==> config.mk <==
export PLATFORM = sky130hd
export DESIGN_NAME = cp0_exception_unit_flat
export DESIGN_NICKNAME = d
export VERILOG_FILES = /design/src/rtl/cp0_exception_unit_pkg.sv /design/src/rtl/cp0_exception_unit_if.sv /design/src/rtl/cp0_exception_unit_regfile.sv /design/src/rtl/cp0_exception_unit.sv /design/src/flat_wrapper.sv
export SDC_FILE = /design/constraint.sdc
export NUM_CORES = 1
export LEC_CHECK = 0
export ABC_AREA = 1
export CAP_MARGIN = 30
export CORE_UTILIZATION = 45
export CTS_CLUSTER_DIAMETER = 100
export DETAILED_ROUTE_END_ITERATION = 6
export GPL_TIMING_DRIVEN = 0
export HOLD_SLACK_MARGIN = 0.03
export PLACE_DENSITY_LB_ADDON = 0.1
export SETUP_SLACK_MARGIN = 0.4
export SLEW_MARGIN = 25
export SYNTH_ARGS = -nofsm -noshare
export SYNTH_HDL_FRONTEND = slang
export SYNTH_SLANG_ARGS = --single-unit
==> constraint.sdc <==
create_clock -name clk -period 1.7 [get_ports clk]
set_input_delay 0.255 -clock clk [delete_from_list [all_inputs] [get_ports clk]]
set_output_delay 0.255 -clock clk [all_outputs]
set_load 0.02 [all_outputs]
==> src/rtl/cp0_exception_unit_pkg.sv <==
// Shared CP0 definitions: register numbers, exception codes, Status/Cause
// bit positions and the EPC selection rule.
package cp0_exception_unit_pkg;

  localparam logic [4:0] CP0_REG_STATUS = 5'd12;
  localparam logic [4:0] CP0_REG_CAUSE  = 5'd13;
  localparam logic [4:0] CP0_REG_EPC    = 5'd14;

  localparam logic [4:0] EXC_INT = 5'd0;
  localparam logic [4:0] EXC_SYS = 5'd8;
  localparam logic [4:0] EXC_RI  = 5'd10;

  localparam int STATUS_IE_BIT  = 0;
  localparam int STATUS_EXL_BIT = 1;
  localparam int CAUSE_IP2_BIT  = 10;
  localparam int CAUSE_BD_BIT   = 31;

  localparam logic [31:0] STATUS_WMASK = 32'h0000_0003;
  localparam logic [31:0] CAUSE_WMASK  = 32'h0000_0400;

  typedef enum logic {
    ST_NORMAL     = 1'b0,
    ST_IN_HANDLER = 1'b1
  } cp0_state_e;

  // Delay-slot instructions restart at the branch; SYSCALL resumes after itself.
  function automatic logic [31:0] calc_epc(input logic [31:0] pc,
                                           input logic        in_delay_slot,
                                           input logic        is_syscall);
    if (in_delay_slot) begin
      return pc - 32'd4;
    end else if (is_syscall) begin
      return pc + 32'd4;
    end else begin
      return pc;
    end
  endfunction

endpackage

==> src/rtl/cp0_exception_unit_if.sv <==
// MTC0/MFC0 access bus between the pipeline and the CP0 exception unit.
interface cp0_exception_unit_if;
  logic        cp0_we;
  logic [4:0]  cp0_addr;
  logic [31:0] cp0_wdata;
  logic [31:0] cp0_rdata;

  modport master (output cp0_we, output cp0_addr, output cp0_wdata, input cp0_rdata);
  modport slave  (input cp0_we, input cp0_addr, input cp0_wdata, output cp0_rdata);
endinterface

==> src/rtl/cp0_exception_unit_regfile.sv <==
// Status/Cause/EPC storage with MTC0 write masking and the MFC0 read mux.
module cp0_exception_unit_regfile
  import cp0_exception_unit_pkg::*;
#(
  parameter logic [31:0] STATUS_RESET = 32'h0000_0001
) (
  input  logic        clk,
  input  logic        rst,
  input  logic        wr_en_i,
  input  logic [4:0]  addr_i,
  input  logic [31:0] wdata_i,
  output logic [31:0] rdata_o,
  input  logic        exc_take_i,
  input  logic [4:0]  exc_code_i,
  input  logic        exc_first_i,
  input  logic        exc_bd_i,
  input  logic [31:0] exc_epc_i,
  input  logic        eret_take_i,
  input  logic        int_set_i,
  input  logic        int_taken_i,
  output logic        status_ie_o,
  output logic        status_exl_o,
  output logic        int_pending_o,
  output logic [31:0] epc_o
);

  logic [31:0] status_q, status_d;
  logic [31:0] cause_q, cause_d;
  logic [31:0] epc_q, epc_d;

  // Next-state for all CP0 registers; the top guarantees MTC0 and events never coincide.
  always_comb begin
    status_d = status_q;
    cause_d  = cause_q;
    epc_d    = epc_q;
    if (wr_en_i) begin
      case (addr_i)
        CP0_REG_STATUS: status_d = (status_q & ~STATUS_WMASK) | (wdata_i & STATUS_WMASK);
        CP0_REG_CAUSE:  cause_d  = (cause_q & ~CAUSE_WMASK) | (wdata_i & CAUSE_WMASK);
        CP0_REG_EPC:    epc_d    = wdata_i;
        default:        ;
      endcase
    end else if (exc_take_i) begin
      status_d[STATUS_EXL_BIT] = 1'b1;
      cause_d[6:2]             = exc_code_i;
      if (exc_first_i) begin
        cause_d[CAUSE_BD_BIT] = exc_bd_i;
        epc_d                 = exc_epc_i;
      end else begin
        epc_d = epc_q;
      end
    end else if (eret_take_i) begin
      status_d[STATUS_EXL_BIT] = 1'b0;
    end else begin
      status_d = status_q;
    end
    if (int_taken_i) begin
      cause_d[CAUSE_IP2_BIT] = 1'b0;
    end else begin
      cause_d[CAUSE_IP2_BIT] = cause_d[CAUSE_IP2_BIT];
    end
    // A new edge wins over any clear in the same cycle.
    if (int_set_i) begin
      cause_d[CAUSE_IP2_BIT] = 1'b1;
    end else begin
      cause_d[CAUSE_IP2_BIT] = cause_d[CAUSE_IP2_BIT];
    end
  end

  // Register update with synchronous reset.
  always_ff @(posedge clk) begin
    if (rst) begin
      status_q <= STATUS_RESET;
      cause_q  <= 32'h0000_0000;
      epc_q    <= 32'h0000_0000;
    end else begin
      status_q <= status_d;
      cause_q  <= cause_d;
      epc_q    <= epc_d;
    end
  end

  // MFC0 read mux; returns pre-edge values.
  always_comb begin
    case (addr_i)
      CP0_REG_STATUS: rdata_o = status_q;
      CP0_REG_CAUSE:  rdata_o = cause_q;
      CP0_REG_EPC:    rdata_o = epc_q;
      default:        rdata_o = 32'h0000_0000;
    endcase
  end

  assign status_ie_o   = status_q[STATUS_IE_BIT];
  assign status_exl_o  = status_q[STATUS_EXL_BIT];
  assign int_pending_o = cause_q[CAUSE_IP2_BIT];
  assign epc_o         = epc_q;

endmodule

==> src/rtl/cp0_exception_unit.sv <==
// CP0 exception controller: event priority, EPC selection, handler state and
// the IF redirect/flush for SYSCALL, reserved instruction, interrupt and ERET.
module cp0_exception_unit
  import cp0_exception_unit_pkg::*;
#(
  parameter logic [31:0] HANDLER_ADDR = 32'h0000_0008,
  parameter logic [31:0] STATUS_RESET = 32'h0000_0001
) (
  input  logic                 clk,
  input  logic                 rst,
  input  logic                 stall,
  input  logic                 id_valid,
  input  logic [31:0]          id_pc,
  input  logic                 id_inDelaySlot,
  input  logic                 exc_syscall,
  input  logic                 exc_illegal,
  input  logic                 exc_eret,
  input  logic                 ext_int,
  cp0_exception_unit_if.slave  cp0_bus,
  output logic                 epc_ctrl,
  output logic [31:0]          jumpAddressExcept,
  output logic                 flush_if_id,
  output logic                 in_handler
);

  cp0_state_e  state_q, state_d;
  logic        ext_int_q;
  logic        status_ie, status_exl, int_pending;
  logic [31:0] epc_val;
  logic        gate, take_eret, take_ill, take_sys, take_int, take_exc;
  logic        mtc0_en, mtc0_status, int_set;
  logic [4:0]  exc_code;
  logic [31:0] epc_new;

  assign gate      = id_valid & ~stall;
  assign take_eret = gate & exc_eret;
  assign take_ill  = gate & ~exc_eret & exc_illegal;
  assign take_sys  = gate & ~exc_eret & ~exc_illegal & exc_syscall;
  assign take_int  = gate & ~exc_eret & ~exc_illegal & ~exc_syscall
                   & int_pending & status_ie & ~status_exl;
  assign take_exc  = take_ill | take_sys | take_int;

  // An MTC0 that coincides with any redirect is dropped.
  assign mtc0_en     = cp0_bus.cp0_we & gate & ~(take_eret | take_exc);
  assign mtc0_status = mtc0_en & (cp0_bus.cp0_addr == CP0_REG_STATUS);
  // Interrupt edges are latched even while the pipeline is gated.
  assign int_set     = ext_int & ~ext_int_q;
  assign epc_new     = calc_epc(id_pc, id_inDelaySlot, take_sys);

  // Exception code of the winning synchronous/asynchronous event.
  always_comb begin
    exc_code = EXC_INT;
    if (take_ill) begin
      exc_code = EXC_RI;
    end else if (take_sys) begin
      exc_code = EXC_SYS;
    end else begin
      exc_code = EXC_INT;
    end
  end

  // Handler state; MTC0 writes to EXL keep it aligned with Status.
  always_comb begin
    state_d = state_q;
    case (state_q)
      ST_NORMAL: begin
        if (take_exc) begin
          state_d = ST_IN_HANDLER;
        end else if (mtc0_status && cp0_bus.cp0_wdata[STATUS_EXL_BIT]) begin
          state_d = ST_IN_HANDLER;
        end else begin
          state_d = ST_NORMAL;
        end
      end
      ST_IN_HANDLER: begin
        if (take_eret) begin
          state_d = ST_NORMAL;
        end else if (mtc0_status && !cp0_bus.cp0_wdata[STATUS_EXL_BIT]) begin
          state_d = ST_NORMAL;
        end else begin
          state_d = ST_IN_HANDLER;
        end
      end
      default: state_d = ST_NORMAL;
    endcase
  end

  // State register and interrupt edge detector.
  always_ff @(posedge clk) begin
    if (rst) begin
      state_q   <= ST_NORMAL;
      ext_int_q <= 1'b0;
    end else begin
      state_q   <= state_d;
      ext_int_q <= ext_int;
    end
  end

  cp0_exception_unit_regfile #(
    .STATUS_RESET (STATUS_RESET)
  ) u_regfile (
    .clk           (clk),
    .rst           (rst),
    .wr_en_i       (mtc0_en),
    .addr_i        (cp0_bus.cp0_addr),
    .wdata_i       (cp0_bus.cp0_wdata),
    .rdata_o       (cp0_bus.cp0_rdata),
    .exc_take_i    (take_exc),
    .exc_code_i    (exc_code),
    .exc_first_i   (~status_exl),
    .exc_bd_i      (id_inDelaySlot),
    .exc_epc_i     (epc_new),
    .eret_take_i   (take_eret),
    .int_set_i     (int_set),
    .int_taken_i   (take_int),
    .status_ie_o   (status_ie),
    .status_exl_o  (status_exl),
    .int_pending_o (int_pending),
    .epc_o         (epc_val)
  );

  assign epc_ctrl          = take_eret | take_exc;
  assign flush_if_id       = epc_ctrl;
  assign jumpAddressExcept = take_eret ? epc_val : HANDLER_ADDR;
  assign in_handler        = (state_q == ST_IN_HANDLER);

endmodule

==> src/flat_wrapper.sv <==
// flat-port wrapper written by rule: the top's interface ports become plain ports
module cp0_exception_unit_flat import cp0_exception_unit_pkg::*;
#(
  parameter logic [31:0] HANDLER_ADDR = 32'h0000_0008,
  parameter logic [31:0] STATUS_RESET = 32'h0000_0001
)
  (clk, rst, stall, id_valid, id_pc, id_inDelaySlot, exc_syscall, exc_illegal, exc_eret, ext_int, epc_ctrl, jumpAddressExcept, flush_if_id, in_handler, cp0_bus_cp0_we, cp0_bus_cp0_addr, cp0_bus_cp0_wdata, cp0_bus_cp0_rdata);
  cp0_exception_unit_if cp0_bus_i ();
  input  logic clk;
  input  logic rst;
  input  logic stall;
  input  logic id_valid;
  input  logic [31:0] id_pc;
  input  logic id_inDelaySlot;
  input  logic exc_syscall;
  input  logic exc_illegal;
  input  logic exc_eret;
  input  logic ext_int;
  output logic epc_ctrl;
  output logic [31:0] jumpAddressExcept;
  output logic flush_if_id;
  output logic in_handler;
  input wire logic [$bits(cp0_bus_i.cp0_we)-1:0] cp0_bus_cp0_we;
  input wire logic [$bits(cp0_bus_i.cp0_addr)-1:0] cp0_bus_cp0_addr;
  input wire logic [$bits(cp0_bus_i.cp0_wdata)-1:0] cp0_bus_cp0_wdata;
  output wire logic [$bits(cp0_bus_i.cp0_rdata)-1:0] cp0_bus_cp0_rdata;
  assign cp0_bus_i.cp0_we = cp0_bus_cp0_we;
  assign cp0_bus_i.cp0_addr = cp0_bus_cp0_addr;
  assign cp0_bus_i.cp0_wdata = cp0_bus_cp0_wdata;
  assign cp0_bus_cp0_rdata = cp0_bus_i.cp0_rdata;
  cp0_exception_unit #(.HANDLER_ADDR(HANDLER_ADDR), .STATUS_RESET(STATUS_RESET)) u_core (.clk(clk), .rst(rst), .stall(stall), .id_valid(id_valid), .id_pc(id_pc), .id_inDelaySlot(id_inDelaySlot), .exc_syscall(exc_syscall), .exc_illegal(exc_illegal), .exc_eret(exc_eret), .ext_int(ext_int), .cp0_bus(cp0_bus_i), .epc_ctrl(epc_ctrl), .jumpAddressExcept(jumpAddressExcept), .flush_if_id(flush_if_id), .in_handler(in_handler));
endmodule
==> results.sh, run 1 <==
export IMPL_status="did not finish"
export IMPL_lastStage="5_1_grt"
export IMPL_stop_error="[ERROR GRT-0116] Global routing finished with congestion. Check the congestion regions in the DRC Viewer."
export IMPL_fp_dieH_um=95.2
export IMPL_start_util_pct=47.1
export IMPL_synth_nets=819
export IMPL_die_x_um=95.2
export IMPL_cts_buffers=5
export IMPL_synthFlopType="dfxtp_1"
export IMPL_yosysTopAreaCellShare_pct=20.5
export IMPL_htreeDepth=2
export IMPL_grt_pass1_vias=7813
export IMPL_syn_area_um2=3910
export IMPL_synth_seq_cells=40
export IMPL_io_pin_count=146
export IMPL_avgSynthCellArea_um2=5.30
export IMPL_placed_cell_area_um2=5680
export IMPL_seq_area_frac_synth_pct=20.5
export IMPL_post_synth_top_area_cell="dfxtp_1"
export IMPL_synth_cell_types=37
export IMPL_globalplace_congestion=0.993
export IMPL_yosysWarnings=0
export IMPL_grt_pass1_wl_um=46600
export IMPL_grt_overflow=3
export IMPL_synthTopCellsByArea="dfxtp_1, nand2_1, nor2_1"
export IMPL_dpl_hpwl_um=12700
export IMPL_track_usage_pct=70.3
export IMPL_synthCells=738
export IMPL_hold_buffers=0
export IMPL_grt_max_degree=14
export IMPL_cts_sinks=40
export IMPL_synth_edff_count=0
export IMPL_synth_async_sr_flop_share_pct=0
export IMPL_rows=33
export IMPL_clockRootBuffer="clkbuf_8"
export IMPL_cts_buffer_depth=2
export IMPL_port_buffers=143
## stage by stage
stage          std cells  setup TNS (ns)  setup slack [ns]
2_1_floorplan        738               0             0.184
3_3_place_gp         986          -71.91            -0.791
3_5_place_dp         986          -77.15            -0.858
4_1_cts             1034        -0.00170          -0.00170
## cells in the mapped netlist (all sizes together) (2+ instances only)
cell / instances
a21oi: 42
a31oi: 4
buf: 12
clkbuf: 16
dfxtp: 40
ha: 2
inv: 93
nand2: 203
nand3: 53
nand3b: 5
nand4: 21
nor2: 176
nor3: 11
o211ai: 5
o21a: 2
o21ai: 29
o22ai: 7
or2: 4
xor2: 9
## kinds of logic after synthesis
kind of cell / Yosys count / synth area share (%)
and+or+nand+nor: 474 / 51.2
buffers and inverters: 122 / 12.6
AOI/OAI and AO/OA: 90 / 12.8
DFF: 40 / 20.5
xor gates and xnor gates: 10 / 2.24
adders and majority gates: 2 / 0.640
## routing by layer
layer,GRT usage [%],GRT overflow
met1,71.3,0
met3,55.9,0
met2,86.0,2
met4,65.7,1
met5,29.2,0
## repair_timing
item	CTS
pin swaps	40
setup buffers	33
gates cloned	7
gates resized for setup	698
endpoints found under the setup margin	106
==> run 2, diff against run 1 <==
- CORE_UTILIZATION: 45 -> 30
- CTS_CLUSTER_DIAMETER: 100 -> default
- HOLD_SLACK_MARGIN: 0.03 -> default
- PLACE_DENSITY_LB_ADDON: 0.1 -> 0.15
- SETUP_SLACK_MARGIN: 0.4 -> default
==> run 2 against run 1 <==
The flow now finishes, with violations (negative setup slack). Synthesized cell count did not move. Area after synthesis did not move.
==> results.sh, run 2 <==
export IMPL_clk_latency_ns=0.28
export IMPL_seq_area_frac_synth_pct=20.5
export IMPL_crit_type="input port to flip-flop"
export IMPL_antenna_cells=0
export IMPL_fp_dieH_um=116
export IMPL_p_leak_uw=0.00279
export IMPL_drc=0
export IMPL_track_usage_pct=24.2
export IMPL_status="finished with violations"
export IMPL_layoutNonFillerInstCount=1088
export IMPL_drtIter0Drc=306
export IMPL_drive_above_1_share_pct=24.2
export IMPL_synth_async_sr_flop_share_pct=0
export IMPL_skew_ns=0.00529
export IMPL_yosysWarnings=0
export IMPL_setup_viol=5
export IMPL_tightest_slew_ns=0.655
export IMPL_start_util_pct=30.8
export IMPL_dpl_hpwl_um=12700
export IMPL_cts_buffer_depth=2
export IMPL_grt_pass1_vias=4880
export IMPL_grt_overflow=0
export IMPL_max_freq_mhz=580
export IMPL_largest_register_ffs=32
export IMPL_min_period_over_period_pct=101
export IMPL_port_buffers=143
export IMPL_nFillCells=1375
export IMPL_finalHoldViolations=0
export IMPL_utilization_pct=49.1
export IMPL_syn_area_um2=3910
export IMPL_post_synth_top_area_cell="dfxtp_1"
export IMPL_via_count=5330
export IMPL_drv_cap=0
export IMPL_rows=41
export IMPL_period_minus_slack_ns=1.72
export IMPL_power_density_nw_per_um2=489
export IMPL_slew_viol_final=0
export IMPL_synthFlopType="dfxtp_1"
export IMPL_globalplace_congestion=1.01
export IMPL_min_path_cells=4
export IMPL_htreeDepth=2
export IMPL_layout_nets=997
export IMPL_synth_most_common_cell="nand2_1"
export IMPL_synth_cell_types=37
export IMPL_antenna_found_initial=0
export IMPL_drt_total_wl_um=16700
export IMPL_synth_edff_count=0
export IMPL_ant_nets=0
export IMPL_routedWlPerCell_um=15.3
export IMPL_io_pin_count=146
export IMPL_vdd_ir_drop_max_mv=0.316
export IMPL_via_per_inst=4.90
export IMPL_cp_end_kind="flip-flop"
export IMPL_final_common_cell="nand2_1"
export IMPL_violations="negative setup slack"
export IMPL_synth_nets=819
export IMPL_grt_pass1_wl_um=24900
export IMPL_cp_arrival_ns=1.86
export IMPL_die_x_um=116
export IMPL_yosysTopAreaCellShare_pct=20.5
export IMPL_grt_max_degree=13
export IMPL_crit_fanout=5
export IMPL_avgSynthCellArea_um2=5.30
export IMPL_tritoncts="done"
export IMPL_rsz0062_at_grt="true"
export IMPL_worst_ep_required_time_ns=1.84
export IMPL_clk_pin_slew_ns=0.06
export IMPL_cts_buffers=5
export IMPL_setup_slack_ns=-0.0229
export IMPL_synth_commonest_cells="nand2_1, nor2_1, inv_1, nand3_1, a21oi_1"
export IMPL_synthToLayoutAreaGrowth_pct=59.3
export IMPL_reg2regPathDepth=10
export IMPL_start_kind="input port"
export IMPL_core_um2=12700
export IMPL_place_inst=1053
export IMPL_max_slew_margin_pct=56.4
export IMPL_dr_pass1_iters=6
export IMPL_synthTopCellsByArea="dfxtp_1, nand2_1, nor2_1"
export IMPL_synthCells=738
export IMPL_layout_common_cells="nand2_1, nor2_1, inv_1, nand3_1, buf_2"
export IMPL_synth_seq_cells=40
export IMPL_cts_sinks=40
export IMPL_hp_class="input port to flip-flop"
export IMPL_die_area_um2=13500
export IMPL_clockRootBuffer="clkbuf_16"
run 2: cell type report:
class	instances	area (um2)	area share, %
multi-input combinational	576	2950	47.3
timing repair buffer	172	1470	23.5
sequential	40	803	12.9
inverter	94	365	5.87
buffer	27	244	3.92
tap	172	215	3.46
clock buffer	5	125	2.01
clock inverter	2	60.1	0.965
run 2: final timing paths:
kind	to	from	slack (ns)
setup reg to reg	u_core.u_regfile.epc_o[7]	u_core.u_regfile.status_q[1]	-0.01
hold / removal	u_core.u_regfile.epc_o[6]	id_pc[6]	0.39
hold reg to reg	u_core.u_regfile.cause_q[10]	u_core.ext_int_q	0.43
setup / recovery	u_core.u_regfile.epc_o[28]	id_pc[2]	-0.02
run 2: repair_timing:
action,CTS,global route
endpoints found under the setup margin,101,67
resized for setup,386,72
pin swaps,21,20
buffers inserted,22,6
gates cloned,3,0
hold buffers,0,0
run 2: kinds of logic (layout without fill, tap and decap cells):
family | Yosys count | count (layout) | share of synthesized area, %
adders and majority gates | 2 | 2 | 0.640
xor gates and xnor gates | 10 | 10 | 2.24
and+or+nand+nor | 474 | 474 | 51.2
DFF | 40 | 40 | 20.5
buffers and inverters | 122 | 300 | 12.6
AOI/OAI and AO/OA | 90 | 90 | 12.8
run 2: metal layers:
metal / up-vias / global-route usage, % / part of all wire, %
li1: 2693 / - / -
met1: 2433 / 30.7 / 44
met3: 21 / 2.80 / 5.4
met5: - / 0 / 0
met2: 183 / 42.8 / 48
met4: 0 / 7.18 / 2.3
run 2: where the power goes:
part	leakage [uW]	internal (uW)	switching [uW]
logic	0.00238	342	479
registers	0.000326	981	21.9
clock network	0.0000899	833	384
run 2: stage by stage:
| stage | TNS, ns | total power, uW | worst slack [ns] | area (um2) | hold WS (ns) |
|---|---|---|---|---|---|
| CTS | -0.00209 | 3010 | -0.00209 | 6070 | 0.417 |
| finish | -0.0586 | 3040 | -0.0229 | 6220 | 0.392 |
| detailed placement | -71.03 | 1750 | -0.878 | 5560 | 0.419 |
| floorplan | 0 | 1370 | 0.146 | 3910 | 0.324 |
| global route | -2.29 | 3160 | -0.114 | 6220 | 0.401 |
| global placement | -71.09 | 1750 | -0.893 | 5560 | 0.429 |
run 2: worst max-delay path, stage by stage:
cell	delay (ns)
clkdlybuf4s15_2	0.24
inv_2	0.12
ha_2	0.19
nand2_2	0.10
nor2_4	0.19
nand2_2	0.12
nand3b_1	0.18
nand2_1	0.08
nand3_1	0.08
nand2_2	0.11
nand2_1	0.07
nand2_1	0.07
a21oi_1	0.05
Note: power is estimated with default switching activity, not from simulation.
==> variant: new RTL, config.mk and constraints of run 2 <==
Make the reset (`rst`) asynchronous in 2 clocked blocks. Comments in the files are not updated.
--- a/src/rtl/cp0_exception_unit_regfile.sv
+++ b/src/rtl/cp0_exception_unit_regfile.sv
@@ -70,3 +70,3 @@
   // Register update with synchronous reset.
-  always_ff @(posedge clk) begin
+  always_ff @(posedge clk or posedge rst) begin
     if (rst) begin
--- a/src/rtl/cp0_exception_unit.sv
+++ b/src/rtl/cp0_exception_unit.sv
@@ -88,3 +88,3 @@
   // State register and interrupt edge detector.
-  always_ff @(posedge clk) begin
+  always_ff @(posedge clk or posedge rst) begin
     if (rst) begin
Formal check against the unedited RTL: differs if rst is asserted again (counterexample within 4 cycles, from zero or initial values and one cycle with rst high); with rst held inactive, the same outputs for 4 cycles.
==> variant against run 2 <==
- sequential power increased by 41%
- worst setup slack improved by 0.038 ns
- via count decreased by 4.9%
- sequential cell count unchanged
- utilization decreased by 0.62 points
- power increased by 30%
- register-to-register slack improved by 0.02 ns
- area after synthesis decreased by 0.32%
- final area decreased by 1.7%
- routed wire length decreased by 5.5%
- critical endpoint is now u_core.u_regfile.epc_o[10]$_DFFE_PP0P_
- highest routed layer unchanged
==> variant: results <==
[outcome]
status = finished, final reports clean

[yosys]
ys_top_cells_by_count = nand2_1, nor2_1, inv_1
syn_area_um2 = 3900
synth_fa_ha_area_share_pct = 0.642

[finish]
finish.net_count = 951
final-clk-cell-share_pct = 2.90
multi_input_comb_cells = 530
nFillCells = 1381

[power_and_ir_drop]
power.switching_uw = 1420
p_seq_share_pct = 35.5
power_uw = 3960
powerComb_uw = 1420
power.leakage_uw = 0.00324

[global_route]
use_met3_pct = 2.46
track_usage_pct = 23.4
use_met1_pct = 30.2
grt_pass1_wl_um = 24300

[timing]
finalCritPeriodShare_pct = 99.1
holdWs_ns = 0.221

[placement]
dpl_cell_area_um2 = 5570
gp_congestion = 0.885

[setup_path]
critPathTopFamily = flip-flops
crit_fanout = 6
max_stage_delay_ns = 0.54

[worst_hold_path]
hp-class = in -> async

[routing]
totalWireLength_um = 15800
dr.pass1.iters = 5
met3_length_um = 931
variant: cell types whose count changed after synthesis, moves of 5 or more:
cell	change
dfxtp_1	-40
nor2_1	-7
dfrtp_1	+39
nand2_1	-10
clkbuf_1	-12
o21ai_1	+30
inv_1	+7
a21oi_1	-35
o21ai_0	-11
xor2_1	-5
variant: stage by stage:
step / instances / utilization, % / TNS [ns]
finish: 1043 / 48.5 / 0
global route: 1043 / 48.5 / -0.723
CTS: 1032 / 45.6 / 0
detailed placement: 1011 / 44.2 / -64.26
global placement: 1010 / 44.0 / -78.45
floorplan: 694 / - / 0
variant: logic make-up (layout without fill, tap and decap cells):
family / Yosys count / count (layout)
XOR/XNOR: 4 / 4
AO/OA/AOI/OAI: 70 / 70
adder cells (fa/ha/maj): 2 / 2
AND/OR/NAND/NOR: 454 / 454
buffers and inverters: 124 / 301
flip-flops: 40 / 40
variant: repair_timing:
item                                    CTS  global route
setup buffers                            10             9
cloned                                    3             2
pin swaps                                23            23
endpoints found under the setup margin   99            64
resized for setup                       369            98
